`config.mk`:
```
export PLATFORM = sky130hd
export DESIGN_NAME = pin_ctrl
export DESIGN_NICKNAME = d
export VERILOG_FILES = /design/src/rtl/pin_ctrl.sv
export SDC_FILE = /design/constraint.sdc
export NUM_CORES = 1
export LEC_CHECK = 0
export BUFFER_PORTS_ARGS = -buffer_cell sky130_fd_sc_hd__buf_2
export CORE_MARGIN = 2
export CORE_UTILIZATION = 30
export CTS_CLUSTER_DIAMETER = 200
export DETAILED_ROUTE_END_ITERATION = 7
export PLACE_DENSITY = 0.46
export SYNTH_ARGS = -nofsm -noshare
export SYNTH_HDL_FRONTEND = slang
export SYNTH_SLANG_ARGS = --single-unit
```
`constraint.sdc`:
```
create_clock -name clk_i -period 2.1 [get_ports clk_i]
set_input_delay 0.63 -clock clk_i [delete_from_list [all_inputs] [get_ports clk_i]]
set_output_delay 0.63 -clock clk_i [all_outputs]
set_load 0.03 [all_outputs]
```
`src/rtl/pin_ctrl.sv`:
```
// pin_ctrl: PIN entry and verification controller for the wallet unlock path.
// Two debounced buttons step a BCD digit (b_dir_i) and confirm it (b_esq_i).
// The first complete entry after reset becomes the stored PIN. Later entries
// are checked against it, with a retry counter and a timed lockout.
module pin_ctrl #(
  parameter int N_DIGITS    = 4,
  parameter int MAX_TRIES   = 3,
  parameter int LOCK_CYCLES = 1024
) (
  input  logic          clk_i,
  input  logic          rst_i,
  input  logic          b_dir_i,
  input  logic          b_esq_i,
  output logic          w_o,
  output logic          lock_o,
  output logic          setup_o,
  output logic [3:0]    digit_o,
  output logic [((N_DIGITS > 1) ? $clog2(N_DIGITS) : 1)-1:0] pos_o,
  output logic [$clog2(MAX_TRIES+1)-1:0] fail_cnt_o
);

  localparam int PW = (N_DIGITS > 1) ? $clog2(N_DIGITS) : 1;
  localparam int FW = $clog2(MAX_TRIES + 1);
  localparam int TW = (LOCK_CYCLES > 1) ? $clog2(LOCK_CYCLES) : 1;
  localparam int BW = 4 * N_DIGITS;

  typedef enum logic [2:0] {
    S_SETUP,
    S_VERIFY,
    S_CHECK,
    S_GRANTED,
    S_LOCKED
  } state_t;

  state_t          state_q, state_d;
  logic [BW-1:0]   pin_q, pin_d;
  logic [BW-1:0]   buf_q, buf_d;
  logic [3:0]      digit_q, digit_d;
  logic [PW-1:0]   pos_q, pos_d;
  logic [FW-1:0]   fail_q, fail_d;
  logic [TW-1:0]   timer_q, timer_d;
  logic            prev_dir_q, prev_esq_q;
  logic            w_q, lock_q, setup_q;

  logic            inc_ev, cfm_ev;
  logic [FW-1:0]   fail_inc;

  // Rising-edge detection; a simultaneous press of both buttons is discarded.
  always_comb begin
    inc_ev   = b_dir_i & ~prev_dir_q & ~(b_esq_i & ~prev_esq_q);
    cfm_ev   = b_esq_i & ~prev_esq_q & ~(b_dir_i & ~prev_dir_q);
    fail_inc = fail_q + FW'(1);
  end

  // Next-state logic: digit selection, entry buffering, checking and lockout.
  always_comb begin
    state_d = state_q;
    pin_d   = pin_q;
    buf_d   = buf_q;
    digit_d = digit_q;
    pos_d   = pos_q;
    fail_d  = fail_q;
    timer_d = timer_q;
    case (state_q)
      S_SETUP, S_VERIFY: begin
        if (inc_ev) begin
          digit_d = (digit_q == 4'd9) ? 4'd0 : digit_q + 4'd1;
        end else if (cfm_ev) begin
          buf_d[{pos_q, 2'b00} +: 4] = digit_q;
          digit_d = '0;
          if (pos_q != PW'(N_DIGITS - 1)) begin
            pos_d = pos_q + PW'(1);
          end else begin
            pos_d = '0;
            if (state_q == S_SETUP) begin
              // buf_d already holds the final digit, so the PIN is complete.
              pin_d   = buf_d;
              state_d = S_VERIFY;
            end else begin
              state_d = S_CHECK;
            end
          end
        end
      end
      S_CHECK: begin
        buf_d = '0;
        if (buf_q == pin_q) begin
          state_d = S_GRANTED;
          fail_d  = '0;
        end else if (fail_inc == FW'(MAX_TRIES)) begin
          state_d = S_LOCKED;
          fail_d  = fail_inc;
          timer_d = TW'(LOCK_CYCLES - 1);
        end else begin
          state_d = S_VERIFY;
          fail_d  = fail_inc;
        end
      end
      S_GRANTED: begin
        if (cfm_ev) begin
          state_d = S_VERIFY;
        end else if (inc_ev) begin
          state_d = S_SETUP;
          digit_d = '0;
          pos_d   = '0;
        end
      end
      S_LOCKED: begin
        if (timer_q == '0) begin
          state_d = S_VERIFY;
          fail_d  = '0;
        end else begin
          timer_d = timer_q - TW'(1);
        end
      end
      default: state_d = S_SETUP;
    endcase
  end

  // State register; status flags are registered from the next state so the
  // outputs have no path from the buttons.
  always_ff @(posedge clk_i) begin
    if (rst_i) begin
      state_q    <= S_SETUP;
      pin_q      <= '0;
      buf_q      <= '0;
      digit_q    <= '0;
      pos_q      <= '0;
      fail_q     <= '0;
      timer_q    <= '0;
      prev_dir_q <= 1'b1;
      prev_esq_q <= 1'b1;
      w_q        <= 1'b0;
      lock_q     <= 1'b0;
      setup_q    <= 1'b1;
    end else begin
      state_q    <= state_d;
      pin_q      <= pin_d;
      buf_q      <= buf_d;
      digit_q    <= digit_d;
      pos_q      <= pos_d;
      fail_q     <= fail_d;
      timer_q    <= timer_d;
      prev_dir_q <= b_dir_i;
      prev_esq_q <= b_esq_i;
      w_q        <= (state_d == S_GRANTED);
      lock_q     <= (state_d == S_LOCKED);
      setup_q    <= (state_d == S_SETUP);
    end
  end

  assign w_o        = w_q;
  assign lock_o     = lock_q;
  assign setup_o    = setup_q;
  assign digit_o    = digit_q;
  assign pos_o      = pos_q;
  assign fail_cnt_o = fail_q;

endmodule

```
==> results of run 1 <==
power by group:
| group | internal [mW] | switching [mW] | leakage, nW |
|---|---|---|---|
| logic | 0.0459 | 0.0831 | 0.801 |
| registers | 1.11 | 0.00815 | 0.468 |
| clock network | 0.939 | 0.450 | 0.134 |
placed cells by master, fill, tap and decap left out, types with 2 or more instances in the layout:
master     netlist  layout
o21ai_0         13      13
nor4_1           6       6
a211oi_1        20      20
nor2_1          61      61
inv_2            0       2
nor3b_1          5       4
a311oi_1         3       3
clkbuf_8         0      10
nor2b_1         16      16
nand3_1          5       5
nor3_1           6       6
a31oi_1         34      34
bufinv_16        0       4
xor2_1          19      19
nand2_1          8       8
nand2b_1         4       3
ha_1            12      10
or2_2            4       4
buf_2            3      14
nor3b_2          2       2
a21oi_1          5       5
nand4_1          2       2
inv_1           13      11
nand3b_1         3       3
buf_4            0      19
dfxtp_1         58      58
xnor2_1          9       9
flip-flops by register name, summed over array words and instances, names as in the netlist:
| name | count |
|---|---|
| setup_o | 1 |
| timer_q | 10 |
| state_q | 3 |
| buf_q | 16 |
| pin_q | 16 |
| fail_cnt_o | 2 |
| digit_o | 4 |
| prev_esq_q | 1 |
| pos_o | 2 |
| prev_dir_q | 1 |
| w_o | 1 |
| lock_o | 1 |
layer usage:
metal	up-vias	track usage [%]
li1	1289	-
met1	1151	19.0
met2	34	24.2
met3	13	4.61
met4	0	5.74
met5	-	0
cell usage after synthesis, types with 4 or more instances:
library cell / number / area (µm²)
nor2_1: 61 / 229
dfxtp_1: 58 / 1160
a31oi_1: 34 / 213
a211oi_1: 20 / 150
xor2_1: 19 / 166
nor2b_1: 16 / 100
clkbuf_1: 15 / 56.3
inv_1: 13 / 48.8
o21ai_0: 13 / 65.1
ha_1: 12 / 150
xnor2_1: 9 / 78.8
nand2_1: 8 / 30.0
nor3_1: 6 / 30.0
nor4_1: 6 / 37.5
a21oi_1: 5 / 25.0
nand3_1: 5 / 25.0
nor3b_1: 5 / 37.5
nand2b_1: 4 / 25.0
or2_2: 4 / 25.0
kinds of logic (layout without fill, tap and decap cells):
logic type	after synthesis	in the layout	synth area share (%)
AOI/OAI and AO/OA	82	82	18.5
xor gates and xnor gates	28	28	8.39
adders and majority gates	12	12	5.14
buffers and inverters	31	63	4.11
DFF	58	58	39.7
muxes	1	1	0.385
and+or+nand+nor	132	132	23.8
cell type report:
class                           count  area (µm²)
Timing Repair Buffer               34         233
Clock buffer                       11         141
Tap cell                          133         166
Sequential cell                    58        1160
Multi-Input combinational cell    255        1680
Clock inverter                      5         125
Inverter                           13        48.8
Fill cell                        1034        6040
stage by stage:
stage          util, %  worst slack [ns]  hold WS, ns
2_1_floorplan        -           0.00589        0.477
3_3_place_gp      34.0            -0.111        0.473
3_5_place_dp      34.0            -0.114        0.463
4_1_cts           36.8             0.116        0.469
5_1_grt           37.0            0.0340        0.481
6_report          37.0             0.152        0.474
final timing paths:
check,from,endpoint,slack (ns)
setup / recovery,timer_q[1]$_SDFFE_PP0P_,timer_q[3]$_SDFFE_PP0P_,0.15
hold / removal,fail_cnt_o[0]$_SDFFE_PP0P_,fail_cnt_o[0]$_SDFFE_PP0P_,0.47
setup reg to reg,timer_q[1]$_SDFFE_PP0P_,timer_q[3]$_SDFFE_PP0P_,0.15
hold reg to reg,fail_cnt_o[0]$_SDFFE_PP0P_,fail_cnt_o[0]$_SDFFE_PP0P_,0.47
==> flow_summary.json, run 1 <==
{
  "outcome": "finished, final reports clean",
  "netlist_instances": 344,
  "vias": 2487,
  "fin_crit_sh_pct": 92.7,
  "io_pins": 15,
  "async_flop_share_pct": 0,
  "grtUsageTotal_pct": 15.1,
  "firstDrtPassIters": 4,
  "clk_pin_slew_ns": 0.07,
  "start_util_pct": 30.5,
  "clock.fmax_mhz": 513,
  "syn_avg_cell_area_um2": 8.49,
  "cts_tree": "yes",
  "drive_above_1_share_pct": 18.1,
  "design_area_mm2": 0.00355,
  "grt_pass1_wl_mm": 12.1,
  "placed_cells": 493,
  "tns_ns": 0,
  "port_buffers": 14,
  "core-area_mm2": 0.00959,
  "placed_cell_area_mm2": 0.00327,
  "die_x_um": 103,
  "slew_viol_final": 0,
  "viasPerCell": 4.89,
  "synth-seq-cells": 58,
  "worstMarginPinSlew_ns": 0.508,
  "ys_seq_area_share_pct": 39.7,
  "hold_viol_final": 0,
  "antenna_left": 0,
  "gp_congestion": 0.799,
  "numCtsBuffers": 9,
  "finalPower_mw": 2.63,
  "crit_cells": 7,
  "setup_viol": 0,
  "cap_violations": 0,
  "routed_wl_mm": 7.15,
  "fin_skew_ns": 0.0109,
  "cp_cell_sequence": "inv_2, ha_4, or4b_4, nor3_4, and4bb_2, xnor2_1, o21ai_0",
  "grt_max_degree": 33,
  "yosys.cell_types.count": 42,
  "clock-sinks": 58,
  "rsz0062_at_grt": "no",
  "whs_path_depth": 1,
  "rows": 36,
  "period_needed_ns": 1.95,
  "clockBufferDepth": 2,
  "critPathKind": "reg -> reg",
  "slowest_delay_ns": 0.48,
  "area_growth_pct": 21.6,
  "hold_class": "reg -> reg",
  "grt_pass1_vias": 2487,
  "cp_data_arrival_time_ns": 2.16,
  "root_buffer": "clkbuf_8",
  "yosys_warnings": 0,
  "ys.flop_type": "dfxtp_1",
  "nets": 387,
  "final_cells": 509,
  "synth_edf_count": 0,
  "slowest_stage": "or4b_4",
  "htreeDepth": 3,
  "num_antenna_cells": 0,
  "crit_fanout": 5,
  "vdd_ir_drop_max_mv": 0.386,
  "cts_setup_buffers": 0,
  "top_layer_used": "met4",
  "grt_overflow": 0,
  "antenna_found_initial": 0,
  "worstPathRequired_ns": 2.31,
  "path_delay_family": "simple AND/OR/NAND/NOR gates",
  "pwr_density_cell_mw_per_mm2": 741,
  "dieArea_mm2": 0.0105,
  "hpwl_mm": 4.78,
  "rr_worst_depth": 7,
  "routed-wl-met3_um": 234,
  "syn-num-nets": 360,
  "drc": 0,
  "ctsResizeCount": 0,
  "path_buf_inv": 1,
  "leakagePower_nw": 1.40,
  "die_y_um": 103,
  "drt_iter0_markers": 74,
  "startpoint_type": "register",
  "avgRoutedWirePerCell_um": 14.0,
  "clk_latency_ns": 0.34,
  "synthesis.area_mm2": 0.00292,
  "holdBufCountCts": 0,
  "wl_met2_mm": 3.29,
  "relSlewSlack_pct": 66.1,
  "crit_path_end_kind": "register",
  "met1_length_mm": 3.48
}
Power figures use the tool's default switching activity.
==> inputs of run 2 (changes only) <==
--- a/config.mk
+++ b/config.mk
@@ -11,6 +11,7 @@
 export CTS_CLUSTER_DIAMETER = 200
 export DETAILED_ROUTE_END_ITERATION = 7
 export PLACE_DENSITY = 0.46
+export RECOVER_POWER = 100
 export SYNTH_ARGS = -nofsm -noshare
 export SYNTH_HDL_FRONTEND = slang
 export SYNTH_SLANG_ARGS = --single-unit
==> run 2 against run 1 <==
  * Clock-buffer cell count did not move
  * Wire length increased by 0.27%
  * Worst hold slack improved by 0.0012 ns
  * Critical path type unchanged
  * Clock power about the same
  * Largest power group unchanged
  * Maximum frequency decreased by 0.14%
  * Sequential power is essentially flat
  * Highest routed layer unchanged
  * Die area unchanged
  * Critical path depth unchanged
==> flow_summary.json, run 2 (same netlist as run 1, synthesis figures left out) <==
{
  "grtUsageTotal_pct": 15.1,
  "antenna_found_initial": 0,
  "cts_tree": "yes",
  "holdBufCountCts": 0,
  "setup.reg_to_reg.worst_slack_ns": 0.15,
  "hold_viol_final": 0,
  "pwr_density_cell_mw_per_mm2": 747,
  "antenna_left": 0,
  "slew_viol_final": 0,
  "cp_data_arrival_time_ns": 2.16,
  "post-place-ws_ns": -0.114,
  "numCtsBuffers": 9,
  "worst_slack_ns": 0.150,
  "grt_pass1_wl_mm": 12.1,
  "gp_congestion": 0.799,
  "avgRoutedWirePerCell_um": 14.1,
  "top_regs": "buf_q: 16 flops, pin_q: 16 flops, timer_q: 10 flops",
  "drive_above_1_share_pct": 13.8,
  "clockBufferDepth": 2,
  "setup_viol": 0,
  "crit_fanout": 5,
  "hold_class": "reg -> reg",
  "area_growth_pct": 20.4,
  "rows": 36,
  "final_common_cell": "nor2_1",
  "drt_iter0_markers": 56,
  "relSlewSlack_pct": 59.6,
  "die_x_um": 103,
  "tns_ns": 0,
  "min_from": "fail_cnt_o[0]$_SDFFE_PP0P_",
  "path_buf_inv": 1,
  "worstPathRequired_ns": 2.31,
  "firstDrtPassIters": 4,
  "whs_path_depth": 1,
  "final_util_pct": 36.7,
  "num_antenna_cells": 0,
  "path_delay_family": "simple AND/OR/NAND/NOR gates",
  "dieArea_mm2": 0.0105,
  "crit_path_end_kind": "register",
  "nets": 387,
  "io_pins": 15,
  "rr_worst_depth": 7,
  "vdd_ir_drop_max_mv": 0.386,
  "drc": 0,
  "holdPathEnd": "fail_cnt_o[0]$_SDFFE_PP0P_",
  "vias": 2494,
  "period_needed_ns": 1.95,
  "slowest_stage": "or4b_4",
  "rsz0062_at_grt": "no",
  "root_buffer": "clkbuf_8",
  "start_util_pct": 30.5,
  "hpwl_mm": 4.78,
  "fin_skew_ns": 0.00967,
  "timing.rr.end": "timer_q[3]$_SDFFE_PP0P_",
  "slowest_delay_ns": 0.48,
  "clk_pin_slew_ns": 0.07,
  "htreeDepth": 3,
  "grt_overflow": 0,
  "clock-sinks": 58,
  "startpoint_type": "register",
  "die_y_um": 103,
  "cap_violations": 0,
  "core-area_mm2": 0.00959,
  "hold-worst-slack_ns": 0.476,
  "timing.rr.start": "timer_q[1]$_SDFFE_PP0P_",
  "outcome": "finished, final reports clean",
  "leakagePower_nw": 1.34,
  "port_buffers": 14,
  "fin_crit_sh_pct": 92.9,
  "critPathKind": "reg -> reg",
  "grt_pass1_vias": 2487,
  "clk_latency_ns": 0.34,
  "cp_cell_sequence": "inv_2, ha_4, or4b_4, nor3_4, and4bb_2, xnor2_1, o21ai_0",
  "layout_common_cells": "nor2_1, dfxtp_1, a31oi_1, a211oi_1, xor2_1",
  "viasPerCell": 4.90,
  "finalPower_mw": 2.63,
  "routed_wl_mm": 7.17,
  "clock.fmax_mhz": 513,
  "worstMarginPinSlew_ns": 0.606,
  "grt_max_degree": 33
}
run 2: timing repair:
item	4_1_cts	5_1_grt
gates resized for setup	0	6
setup buffers	0	0
setup endpoints to repair	0	5
endpoints found under the hold margin	0	0
run 2: worst max-delay path by stage:
stage | slack [ns] | cells past startpoint | startpoint | end
finish | 0.15 | 7 | timer_q[1]$_SDFFE_PP0P_ | timer_q[3]$_SDFFE_PP0P_
global route | 0.03 | 9 | b_esq_i | pos_o[1]$_SDFFE_PP0P_
CTS | 0.12 | 7 | timer_q[0]$_SDFFE_PP0P_ | timer_q[3]$_SDFFE_PP0P_
detailed placement | -0.11 | 10 | b_esq_i | w_o$_SDFF_PP0_
global placement | -0.11 | 10 | b_esq_i | w_o$_SDFF_PP0_
floorplan | 0.006 | 10 | b_esq_i | pin_q[8]$_SDFFE_PP0P_
run 2: power by group:
group          switching (mW)  total [mW]  internal [mW]
clock network           0.450        1.39          0.939
logic                  0.0833       0.123         0.0402
registers             0.00833        1.12           1.11
total                   0.541        2.63           2.09
run 2: area by class of cell:
| type | count | area [µm²] |
|---|---|---|
| Clock buffer | 11 | 141 |
| Clock inverter | 5 | 125 |
| Fill cell | 1039 | 6080 |
| Inverter | 13 | 48.8 |
| Multi-Input combinational cell | 255 | 1680 |
| Sequential cell | 58 | 1160 |
| Tap cell | 133 | 166 |
| Timing Repair Buffer | 34 | 198 |
run 2: stage by stage:
| step | cells | area, µm² |
|---|---|---|
| global placement | 493 | 3270 |
| floorplan | 344 | 2960 |
| detailed placement | 493 | 3270 |
| global route | 509 | 3520 |
| finish | 509 | 3520 |
| CTS | 509 | 3530 |
run 2: layer usage:
metal	part of all wire (%)	up-vias	track usage, %	wire [µm]
met3	4.0	13	4.61	288
met2	46	42	24.2	3310
met5	0	-	0	0
li1	-	1286	-	-
met1	48	1153	19.0	3430
met4	1.9	0	5.74	138
==> inputs of run 3 (changes only) <==
--- a/config.mk
+++ b/config.mk
@@ -10,8 +10,9 @@
 export CORE_UTILIZATION = 30
 export CTS_CLUSTER_DIAMETER = 200
 export DETAILED_ROUTE_END_ITERATION = 7
-export PLACE_DENSITY = 0.46
+export PLACE_DENSITY = 0.45
 export RECOVER_POWER = 100
+export REMOVE_ABC_BUFFERS = 1
 export SYNTH_ARGS = -nofsm -noshare
 export SYNTH_HDL_FRONTEND = slang
 export SYNTH_SLANG_ARGS = --single-unit
==> run 3 against run 2 <==
  * Die area stayed put
  * Wire length is 1.6% lower
  * Highest routed layer unchanged
  * Critical path depth stayed put
==> flow_summary.json, run 3 (same netlist as run 1, synthesis figures left out) <==
{
  "outcome": "finished, final reports clean",
  "placed_cell_area_mm2": 0.00328,
  "p_int_mw": 1.72,
  "register_area_mm2": 0.00116,
  "port_buffers": 14,
  "core-area_mm2": 0.00959,
  "die_x_um": 103,
  "vias": 2480,
  "placed_cells": 494,
  "dieArea_mm2": 0.0105,
  "final_common_cell": "nor2_1",
  "holdBufCountCts": 0,
  "setup_viol": 0,
  "root_buffer": "clkbuf_8",
  "clock.fmax_mhz": 505,
  "critPathKind": "reg -> reg",
  "startpoint_type": "register",
  "leakagePower_nw": 1.30,
  "pwr-share-clk_pct": 44.5,
  "area_growth_pct": 17.9,
  "numCtsBuffers": 9,
  "drc": 0,
  "layout_common_cells": "nor2_1, dfxtp_1, a31oi_1, a211oi_1, xor2_1",
  "multi_input_area_mm2": 0.00166,
  "pwr_density_cell_mw_per_mm2": 648,
  "fin_crit_sh_pct": 94.3,
  "antenna_left": 0,
  "grt_pass1_wl_mm": 12.1,
  "rsz0062_at_grt": "no",
  "post-place-ws_ns": -0.143,
  "hold_viol_final": 0,
  "gp_congestion": 0.779,
  "cap_violations": 0,
  "tns_ns": 0,
  "worstPathRequired_ns": 2.37,
  "grt_overflow": 0,
  "design_area_mm2": 0.00344,
  "clk_latency_ns": 0.33,
  "grt_max_degree": 45,
  "routed_wl_mm": 7.05,
  "antenna_found_initial": 0,
  "die_y_um": 103,
  "cp_cell_sequence": "inv_1, ha_4, or4b_4, nor3_4, nor2b_1, a311o_1, nor2_1",
  "drive_above_1_share_pct": 12.0,
  "fin_skew_ns": 0.00903,
  "drt_iter0_markers": 121,
  "viasPerCell": 4.87,
  "period_needed_ns": 1.98,
  "worstMarginPinSlew_ns": 0.660,
  "final_util_pct": 35.9,
  "num_antenna_cells": 0,
  "path_buf_inv": 1,
  "htreeDepth": 3,
  "grt_pass1_vias": 2398,
  "vdd_ir_drop_max_mv": 0.248,
  "grtUsageTotal_pct": 14.7,
  "hpwl_mm": 4.78,
  "crit_path_end_kind": "register",
  "num-fill-cells": 1028,
  "crit_fanout": 5,
  "hold-worst-slack_ns": 0.479,
  "path_delay_family": "simple AND/OR/NAND/NOR gates",
  "cts_tree": "yes",
  "io_pins": 15,
  "slowest_stage": "or4b_4",
  "clockBufferDepth": 2,
  "pwr-share-seq_pct": 50.0,
  "slowest_delay_ns": 0.48,
  "rows": 36,
  "avgRoutedWirePerCell_um": 13.9,
  "clk_pin_slew_ns": 0.07,
  "firstDrtPassIters": 4,
  "p_sw_uw": 514,
  "hold_class": "reg -> reg",
  "nets": 388,
  "swShare_pct": 23.0,
  "p_comb_share_pct": 5.5,
  "worst_slack_ns": 0.120,
  "finalPower_mw": 2.23,
  "slew_viol_final": 0,
  "cp_data_arrival_time_ns": 2.25,
  "top_regs": "buf_q: 16 flops, pin_q: 16 flops, timer_q: 10 flops",
  "start_util_pct": 30.5,
  "final_cells": 509,
  "relSlewSlack_pct": 55.9,
  "clock-sinks": 58
}
run 3: changes by cell type in the layout (fill, tap and decap cells not counted), sizes merged:
cell,change
clkinv,+1
bufinv,-3
buf,+2
run 3: per-layer routing:
metal	GRT usage, %	vias to the layer above	routed length, µm
met5	0	-	0
met4	4.31	0	53
met3	3.59	4	203
met2	24.2	31	3320
met1	19.2	1167	3470
li1	-	1278	-
run 3: layout make-up:
| type | count | area share, % |
|---|---|---|
| clock buffers | 12 | 4.21 |
| inverters | 13 | 1.42 |
| repair buffers | 35 | 6.47 |
| well taps | 133 | 4.83 |
| multi-input cells | 255 | 48.2 |
| flip-flops and latches | 58 | 33.7 |
| clock inverters | 3 | 1.16 |
run 3: timing repair:
action,4_1_cts,5_1_grt
buffers inserted,0,0
resized for setup,0,4
setup endpoints to repair,0,2
run 3: path summary, 6_finish.rpt:
check                                  start                         end  slack, ns  cells past startpoint
setup / recovery     timer_q[0]$_SDFFE_PP0P_     timer_q[0]$_SDFFE_PP0P_       0.12                      7
hold / removal    fail_cnt_o[0]$_SDFFE_PP0P_  fail_cnt_o[0]$_SDFFE_PP0P_       0.48                      1
setup reg to reg     timer_q[0]$_SDFFE_PP0P_     timer_q[0]$_SDFFE_PP0P_       0.12                      7
hold reg to reg   fail_cnt_o[0]$_SDFFE_PP0P_  fail_cnt_o[0]$_SDFFE_PP0P_       0.48                      1
run 3: power groups by stage:
stage | clock network (mW) | registers (mW) | logic [mW]
5_1_grt | 1.09 | 1.12 | 0.137
2_1_floorplan | 0 | 1.15 | 0.0523
3_3_place_gp | 0 | 1.14 | 0.128
6_report | 0.994 | 1.12 | 0.122
4_1_cts | 1.04 | 1.12 | 0.129
3_5_place_dp | 0 | 1.14 | 0.129
run 3: worst reg2reg max path, cell delays in order (launching register included):
cell     delay [ns]
dfxtp_1        0.33
inv_1          0.13
ha_4           0.16
or4b_4         0.48
nor3_4         0.25
nor2b_1        0.13
a311o_1        0.36
nor2_1         0.09
